--- src/rtl/msrv2_csr_pkg.sv ---
// msrv2_csr_pkg -- constants shared by the msrv2 machine-mode CSR file.
//   CSR address map, csr_op encodings, mstatus/mie bit positions, the
//   misa value and a helper that forms the CSRRW/CSRRS/CSRRC result.
package msrv2_csr_pkg;

  // CSR addresses
  localparam logic [11:0] CSR_MSTATUS   = 12'h300;
  localparam logic [11:0] CSR_MISA      = 12'h301;
  localparam logic [11:0] CSR_MIE       = 12'h304;
  localparam logic [11:0] CSR_MTVEC     = 12'h305;
  localparam logic [11:0] CSR_MSCRATCH  = 12'h340;
  localparam logic [11:0] CSR_MEPC      = 12'h341;
  localparam logic [11:0] CSR_MCAUSE    = 12'h342;
  localparam logic [11:0] CSR_MIP       = 12'h344;
  localparam logic [11:0] CSR_MCYCLE    = 12'hB00;
  localparam logic [11:0] CSR_MINSTRET  = 12'hB02;
  localparam logic [11:0] CSR_MCYCLEH   = 12'hB80;
  localparam logic [11:0] CSR_MINSTRETH = 12'hB82;
  localparam logic [11:0] CSR_MVENDORID = 12'hF11;
  localparam logic [11:0] CSR_MARCHID   = 12'hF12;
  localparam logic [11:0] CSR_MIMPID    = 12'hF13;
  localparam logic [11:0] CSR_MHARTID   = 12'hF14;

  // csr_op encodings
  typedef enum logic [1:0] {
    CSR_OP_NONE = 2'b00,
    CSR_OP_RW   = 2'b01,
    CSR_OP_RS   = 2'b10,
    CSR_OP_RC   = 2'b11
  } csr_op_e;

  // mstatus bit positions
  localparam int MSTATUS_MIE  = 3;
  localparam int MSTATUS_MPIE = 7;

  // mie / mip bit positions
  localparam int MIE_MSIE = 3;
  localparam int MIE_MTIE = 7;
  localparam int MIE_MEIE = 11;
  localparam logic [31:0] MIE_WMASK = 32'h0000_0888;

  // RV32I, MXL=1
  localparam logic [31:0] MISA_VAL = 32'h4000_0100;

  // New CSR value for a given op; NONE leaves the value untouched.
  function automatic logic [31:0] csr_apply(input logic [1:0]  op,
                                            input logic [31:0] old_val,
                                            input logic [31:0] wdata);
    logic [31:0] res;
    case (op)
      CSR_OP_RW: res = wdata;
      CSR_OP_RS: res = old_val | wdata;
      CSR_OP_RC: res = old_val & ~wdata;
      default:   res = old_val;
    endcase
    return res;
  endfunction

endpackage

--- src/rtl/msrv2_csr_counter64.sv ---
// msrv2_csr_counter64 -- 64-bit event counter with independently writable
// 32-bit halves (mcycle/minstret style).
//   clk_i    clock
//   rst_i    synchronous active-high reset, clears the count
//   inc_i    add one this cycle
//   wr_lo_i  load wdata_i into count[31:0] (wins over the increment)
//   wr_hi_i  load wdata_i into count[63:32] (wins over the increment)
//   wdata_i  write data
//   count_o  current count
module msrv2_csr_counter64 (
  input  logic        clk_i,
  input  logic        rst_i,
  input  logic        inc_i,
  input  logic        wr_lo_i,
  input  logic        wr_hi_i,
  input  logic [31:0] wdata_i,
  output logic [63:0] count_o
);

  logic [63:0] cnt_q, cnt_d;

  // Increment the full 64 bits first so the unwritten half still sees the
  // carry out of the old low word, then let a write override its half.
  always_comb begin
    cnt_d = cnt_q + {63'd0, inc_i};
    if (wr_lo_i) cnt_d[31:0]  = wdata_i;
    if (wr_hi_i) cnt_d[63:32] = wdata_i;
  end

  always_ff @(posedge clk_i) begin
    if (rst_i) cnt_q <= '0;
    else       cnt_q <= cnt_d;
  end

  assign count_o = cnt_q;

endmodule

--- src/rtl/msrv2_csr_file.sv ---
// msrv2_csr_file -- machine-mode CSR register file of the msrv2 RV32I core,
// in the writeback stage beside the integer register file.
//   Executes CSRRW/CSRRS/CSRRC writes, provides combinational (pre-write)
//   read data, performs trap entry and MRET updates of mstatus/mepc/mcause,
//   and exposes the trap vector, MRET target and pending-interrupt flag.
// Configuration macro: MSRV2_CSR_COUNTERS_EN
//   defined   : mcycle/minstret 64-bit counters built (msrv2_csr_counter64 x2)
//   undefined : B00/B02/B80/B82 read 0, stay legal, writes ignored
// Ports
//   clk_in, rst_in                  clock, synchronous active-high reset
//   wr_en_in/csr_addr_in/csr_op_in/csr_wdata_in   CSR access
//   csr_rdata_out, illegal_csr_out  read data, illegal access flag
//   instret_inc_in                  instruction retired
//   trap_taken_in/trap_cause_in/trap_pc_in, mret_in   trap and return
//   ext_irq_in/timer_irq_in/sw_irq_in                 interrupt lines
//   trap_vector_out, epc_out, irq_pending_out         to fetch / control
module msrv2_csr_file
  import msrv2_csr_pkg::*;
#(
  parameter logic [31:0] RESET_VECTOR = 32'h0000_0000,
  parameter logic [31:0] HART_ID      = 32'd0
) (
  input  logic        clk_in,
  input  logic        rst_in,
  input  logic        wr_en_in,
  input  logic [11:0] csr_addr_in,
  input  logic [1:0]  csr_op_in,
  input  logic [31:0] csr_wdata_in,
  output logic [31:0] csr_rdata_out,
  output logic        illegal_csr_out,
  input  logic        instret_inc_in,
  input  logic        trap_taken_in,
  input  logic [31:0] trap_cause_in,
  input  logic [31:0] trap_pc_in,
  input  logic        mret_in,
  input  logic        ext_irq_in,
  input  logic        timer_irq_in,
  input  logic        sw_irq_in,
  output logic [31:0] trap_vector_out,
  output logic [31:0] epc_out,
  output logic        irq_pending_out
);

  // Architectural state
  logic        mstatus_mie_q,  mstatus_mie_d;
  logic        mstatus_mpie_q, mstatus_mpie_d;
  logic [31:0] mie_q,      mie_d;
  logic [31:2] mtvec_q,    mtvec_d;
  logic [31:0] mscratch_q, mscratch_d;
  logic [31:2] mepc_q,     mepc_d;
  logic [31:0] mcause_q,   mcause_d;

  logic [63:0] cycle_cnt, instret_cnt;

  logic [31:0] mstatus_rd, mip_rd, rdata, wval;
  logic        addr_known, ro_write, illegal, wr_act;

  // MPP is hard-wired to M-mode (2'b11)
  always_comb begin
    mstatus_rd               = 32'h0000_1800;
    mstatus_rd[MSTATUS_MIE]  = mstatus_mie_q;
    mstatus_rd[MSTATUS_MPIE] = mstatus_mpie_q;
  end

  always_comb begin
    mip_rd           = '0;
    mip_rd[MIE_MSIE] = sw_irq_in;
    mip_rd[MIE_MTIE] = timer_irq_in;
    mip_rd[MIE_MEIE] = ext_irq_in;
  end

  // Address decode and read mux
  always_comb begin
    rdata      = '0;
    addr_known = 1'b1;
    case (csr_addr_in)
      CSR_MSTATUS:   rdata = mstatus_rd;
      CSR_MISA:      rdata = MISA_VAL;
      CSR_MIE:       rdata = mie_q;
      CSR_MTVEC:     rdata = {mtvec_q, 2'b00};
      CSR_MSCRATCH:  rdata = mscratch_q;
      CSR_MEPC:      rdata = {mepc_q, 2'b00};
      CSR_MCAUSE:    rdata = mcause_q;
      CSR_MIP:       rdata = mip_rd;
      CSR_MCYCLE:    rdata = cycle_cnt[31:0];
      CSR_MCYCLEH:   rdata = cycle_cnt[63:32];
      CSR_MINSTRET:  rdata = instret_cnt[31:0];
      CSR_MINSTRETH: rdata = instret_cnt[63:32];
      CSR_MVENDORID: rdata = '0;
      CSR_MARCHID:   rdata = '0;
      CSR_MIMPID:    rdata = '0;
      CSR_MHARTID:   rdata = HART_ID;
      default:       addr_known = 1'b0;
    endcase
  end

  // The F1x block is read-only by address encoding; misa is read-only too,
  // so a write to it is flagged. mip writes are silently ignored.
  assign ro_write = wr_en_in && (csr_op_in != CSR_OP_NONE) &&
                    ((csr_addr_in[11:10] == 2'b11) || (csr_addr_in == CSR_MISA));
  assign illegal  = !addr_known || ro_write;

  // Trap and MRET take priority; a CSR write colliding with either is dropped.
  assign wr_act = wr_en_in && (csr_op_in != CSR_OP_NONE) && !illegal &&
                  !trap_taken_in && !mret_in;

  assign wval = csr_apply(csr_op_in, rdata, csr_wdata_in);

  always_comb begin
    mstatus_mie_d  = mstatus_mie_q;
    mstatus_mpie_d = mstatus_mpie_q;
    mie_d          = mie_q;
    mtvec_d        = mtvec_q;
    mscratch_d     = mscratch_q;
    mepc_d         = mepc_q;
    mcause_d       = mcause_q;
    if (trap_taken_in) begin
      mepc_d         = trap_pc_in[31:2];
      mcause_d       = trap_cause_in;
      mstatus_mpie_d = mstatus_mie_q;
      mstatus_mie_d  = 1'b0;
    end else if (mret_in) begin
      mstatus_mie_d  = mstatus_mpie_q;
      mstatus_mpie_d = 1'b1;
    end else if (wr_act) begin
      case (csr_addr_in)
        CSR_MSTATUS: begin
          mstatus_mie_d  = wval[MSTATUS_MIE];
          mstatus_mpie_d = wval[MSTATUS_MPIE];
        end
        CSR_MIE:      mie_d      = wval & MIE_WMASK;
        CSR_MTVEC:    mtvec_d    = wval[31:2];
        CSR_MSCRATCH: mscratch_d = wval;
        CSR_MEPC:     mepc_d     = wval[31:2];
        CSR_MCAUSE:   mcause_d   = wval;
        default: ;
      endcase
    end
  end

  always_ff @(posedge clk_in) begin
    if (rst_in) begin
      mstatus_mie_q  <= 1'b0;
      mstatus_mpie_q <= 1'b0;
      mie_q          <= '0;
      mtvec_q        <= RESET_VECTOR[31:2];
      mscratch_q     <= '0;
      mepc_q         <= '0;
      mcause_q       <= '0;
    end else begin
      mstatus_mie_q  <= mstatus_mie_d;
      mstatus_mpie_q <= mstatus_mpie_d;
      mie_q          <= mie_d;
      mtvec_q        <= mtvec_d;
      mscratch_q     <= mscratch_d;
      mepc_q         <= mepc_d;
      mcause_q       <= mcause_d;
    end
  end

`ifdef MSRV2_CSR_COUNTERS_EN
  msrv2_csr_counter64 u_mcycle (
    .clk_i   (clk_in),
    .rst_i   (rst_in),
    .inc_i   (1'b1),
    .wr_lo_i (wr_act && (csr_addr_in == CSR_MCYCLE)),
    .wr_hi_i (wr_act && (csr_addr_in == CSR_MCYCLEH)),
    .wdata_i (wval),
    .count_o (cycle_cnt)
  );

  msrv2_csr_counter64 u_minstret (
    .clk_i   (clk_in),
    .rst_i   (rst_in),
    .inc_i   (instret_inc_in),
    .wr_lo_i (wr_act && (csr_addr_in == CSR_MINSTRET)),
    .wr_hi_i (wr_act && (csr_addr_in == CSR_MINSTRETH)),
    .wdata_i (wval),
    .count_o (instret_cnt)
  );

  logic unused_bits;
  assign unused_bits = ^trap_pc_in[1:0];
`else
  assign cycle_cnt   = '0;
  assign instret_cnt = '0;

  logic unused_bits;
  assign unused_bits = ^{trap_pc_in[1:0], instret_inc_in};
`endif

  assign csr_rdata_out   = rdata;
  assign illegal_csr_out = illegal;
  assign trap_vector_out = {mtvec_q, 2'b00};
  assign epc_out         = {mepc_q, 2'b00};
  assign irq_pending_out = mstatus_mie_q && |(mie_q & mip_rd);

endmodule

--- config.mk ---
export PLATFORM = sky130hd
export DESIGN_NAME = msrv2_csr_file
export DESIGN_NICKNAME = d
export VERILOG_FILES = /design/src/rtl/msrv2_csr_pkg.sv /design/src/rtl/msrv2_csr_counter64.sv /design/src/rtl/msrv2_csr_file.sv
export SDC_FILE = /design/constraint.sdc
export NUM_CORES = 1
export LEC_CHECK = 0
export BUFFER_PORTS_ARGS = -buffer_cell sky130_fd_sc_hd__clkbuf_2
export CAP_MARGIN = 20
export CORE_MARGIN = 3
export CORE_UTILIZATION = 47
export DETAILED_ROUTE_END_ITERATION = 10
export PLACE_DENSITY = 0.76
export SLEW_MARGIN = 20
export SYNTH_ARGS = -nofsm -noshare
export SYNTH_HDL_FRONTEND = slang
export SYNTH_SLANG_ARGS = --single-unit
--- constraint.sdc ---
create_clock -name clk_in -period 2.1 [get_ports clk_in]
set_input_delay 0.315 -clock clk_in [delete_from_list [all_inputs] [get_ports clk_in]]
set_output_delay 0.315 -clock clk_in [all_outputs]
set_load 0.02 [all_outputs]
==> out/qor.yml <==
yosys:
  ys_top_cells_by_count: "nand2_1, dfxtp_1, o21ai_0"
  synth_edf_count: 0
  synth_ff_type: "dfxtp_1"
  ys_seq_area_frac: 0.364
  synth_area_um2: 7100
  synth_top_cell_by_area: "dfxtp_1"
  synth.area.top_cells: "dfxtp_1, nand2_1, o21ai_0"
  synth_cell_types: 60
  ys_ff_latch: 129
  synth_most_common_cell: "nand2_1"
  synth_warnings: 0
  async_flop_share: 0
  synth.avg_cell_area_um2: 7.86
  synth_top_area_frac: 0.364
  netlist_instances: 903
run_status:
  outcome: "finished, violations left"
  failed_checks: "setup timing"
cells_and_area:
  fin_cells: 1372
  syn2layout_area_growth_pct: 44.2
  final_layout_size_suffix_gt1_frac: 0.366
  finish.net_count: 1297
grt:
  grt_pass1_wl_mm: 41.4
  grt_max_degree: 37
  antenna_found_initial: 0
  grt_pass1_vias: 7845
  grt-ovfl-total: 0
  grtUsageTotal: 0.318
placed_design:
  hpwl_mm: 19.0
  pre_cts_slack_ns: -0.229
  io_buffers: 209
  gp_congestion: 0.945
  dp.cells: 1329
worst_setup_path:
  critPathLaunchType: "input pin"
  setup.worst_path.end_class: "output pin"
  cp_data_arrival_time_ns: 1.89
  ff2ff_path_depth: 6
  reg2reg_slack_ns: 0.15
  worstSetupPathType: "in2out"
  critical_path.max_fanout: 5
  worstPathRequired_ns: 1.78
  worst_r2r_startpoint: "mepc_q[8]"
  worstReg2RegEnd: "mcause_q[8]"
sta:
  max_freq_ghz: 0.454
  worstMarginPinSlew_ns: 0.564
  finalCritPeriodShare: 1.05
  rsz0062_at_grt: "true"
  skew_ns: 0.00730
  drv_slew: 0
  period_minus_slack_ns: 2.20
  setup_violations: 22
  max_slew_margin: 0.624
  hold_violations: 0
  fin_ws_ns: -0.101
clocking:
  clock_path_buffers: 2
  cts_max_level: 4
  clk-insertion-delay-late_ns: 0.42
  cts.clk_slew.worst_paths_ns: 0.05
  clock-sinks: 129
  cts_root_buf: "clkbuf_16"
  cts_tree: "built"
  cts_made_buffers: 17
routing:
  initialDrtViolationCount: 915
  viasPerCell: 6.29
  routed_wl_mm: 28.8
  vias: 8632
  wl_per_cell_um: 21.0
  drtAntennaViolNets: 0
  remaining_drc_errors: 0
  drtPass1Iterations: 5
die:
  die_area_um2: 16600
  die-width_um: 129
  initial_core_util: 0.485
  placementRows: 44
  die_h_um: 129
  coreArea_um2: 14600
  pin_count: 217
worst_hold_path:
  worstHoldPathCells: 3
  min_from: "trap_pc_in[29]"
  hold_path_class: "in2reg"
  holdPathEnd: "mepc_q[29]"
power:
  powerDensity_nw_per_um2: 657
  power.leakage_nw: 4.39
  peakVddDrop_mv: 0.546
run:
  cap_violations: 0
## registers in the layout, indices dropped and copies added (netlist names)
signal	flops
mcause_q	32
mstatus_mie_q	1
mscratch_q	32
mstatus_mpie_q	1
mepc_q	30
mie_q	3
mtvec_q	30
## layout make-up
class                           count  area [um2]
Antenna cell                        1        2.50
Clock buffer                       22         484
Clock inverter                      6         130
Fill cell                        1123        4400
Inverter                            8        30.0
Multi-Input combinational cell    689        4430
Sequential cell                   129        2580
Tap cell                          184         230
Timing Repair Buffer              333        2350
## logic make-up (layout without fill, tap and decap cells)
| group | Yosys count | in the layout | share of synthesized area |
|---|---|---|---|
| simple gates | 341 | 341 | 0.247 |
| compound gates | 306 | 306 | 0.289 |
| flops | 129 | 129 | 0.364 |
| buf+inv | 88 | 369 | 0.0511 |
| xor+xnor | 30 | 30 | 0.0370 |
| mux | 8 | 8 | 0.0120 |
| other cells | 1 | 5 | 0.000528 |
## worst max-delay path by stage
stage                         to           start  cells after the start
3_3_place_gp    csr_rdata_out[8]  csr_addr_in[4]                      7
6_report       csr_rdata_out[17]  csr_addr_in[4]                      9
5_1_grt        csr_rdata_out[17]  csr_addr_in[4]                      9
3_5_place_dp    csr_rdata_out[3]  csr_addr_in[4]                      7
2_1_floorplan     mscratch_q[12]  csr_addr_in[1]                      6
4_1_cts        csr_rdata_out[28]  csr_addr_in[4]                      7
## worst max-delay path, stage by stage
cell and delay [ns]:
buf_6 0.10, or4_4 0.59, nor4_4 0.17, buf_6 0.17, buf_12 0.12, buf_12 0.12
nand2_1 0.06, o21ai_2 0.09, buf_6 0.15
## through the flow
step / setup TNS (ns) / instance area, um2 / hold WS (ns) / utilization / power (mW)
after floorplan: 0 / 7160 / 0.427 / - / 3.13
after global placement: -13.09 / 9070 / 0.433 / 0.619 / 3.55
after global routing: -1.74 / 10200 / 0.108 / 0.699 / 6.89
final: -0.859 / 10200 / 0.109 / 0.699 / 6.73
after CTS: -0.902 / 9810 / 0.0991 / 0.670 / 6.67
after detailed placement: -19.86 / 9070 / 0.440 / 0.619 / 3.57
## layer usage
| metal | vias to the layer above | wire length [um] | track usage |
|---|---|---|---|
| met5 | - | 0 | 0 |
| met1 | 4073 | 11100 | 0.411 |
| li1 | 3843 | - | - |
| met3 | 113 | 3220 | 0.0726 |
| met2 | 603 | 13300 | 0.507 |
| met4 | 0 | 1160 | 0.143 |
## report_power, final
part           leakage [nW]  total, mW  internal (mW)  switching [mW]
Clock                 0.304       3.14           2.08            1.06
Combinational          3.03       1.01          0.443           0.569
Sequential             1.05       2.58           2.53          0.0555
## timing repair
| action | in CTS | in global routing |
|---|---|---|
| pin swaps | 2 | 16 |
| resized for setup | 32 | 119 |
| endpoints found under the setup margin | 30 | 34 |
| buffers inserted | 1 | 11 |
| hold buffers | 0 | 0 |
| hold endpoints to repair | 0 | 0 |
| cloned | 1 | 2 |
## cell usage in the layout (no fill, tap or decap), types with 6 or more instances in the layout
cell type	Yosys	layout
clkbuf_2	0	177
nand2_1	167	149
dfxtp_1	129	128
buf_4	5	112
o21ai_0	114	98
nand3b_1	48	48
a22oi_1	48	46
a21oi_1	34	31
xnor2_1	30	30
nor2_1	29	25
buf_6	0	23
a32oi_1	21	21
and2_1	21	20
clkbuf_16	0	18
nand2_2	0	16
a22o_1	15	15
a32o_1	12	12
o22ai_1	12	12
buf_12	0	12
nand3_1	11	11
nor3_1	12	10
nand2b_1	9	9
o21ai_1	2	9
inv_1	8	8
o21ai_2	0	8
a31oi_1	9	8
and3b_1	7	7
or2_2	6	6
o211a_1	6	6
No activity file was read; power rests on OpenSTA's default activity.
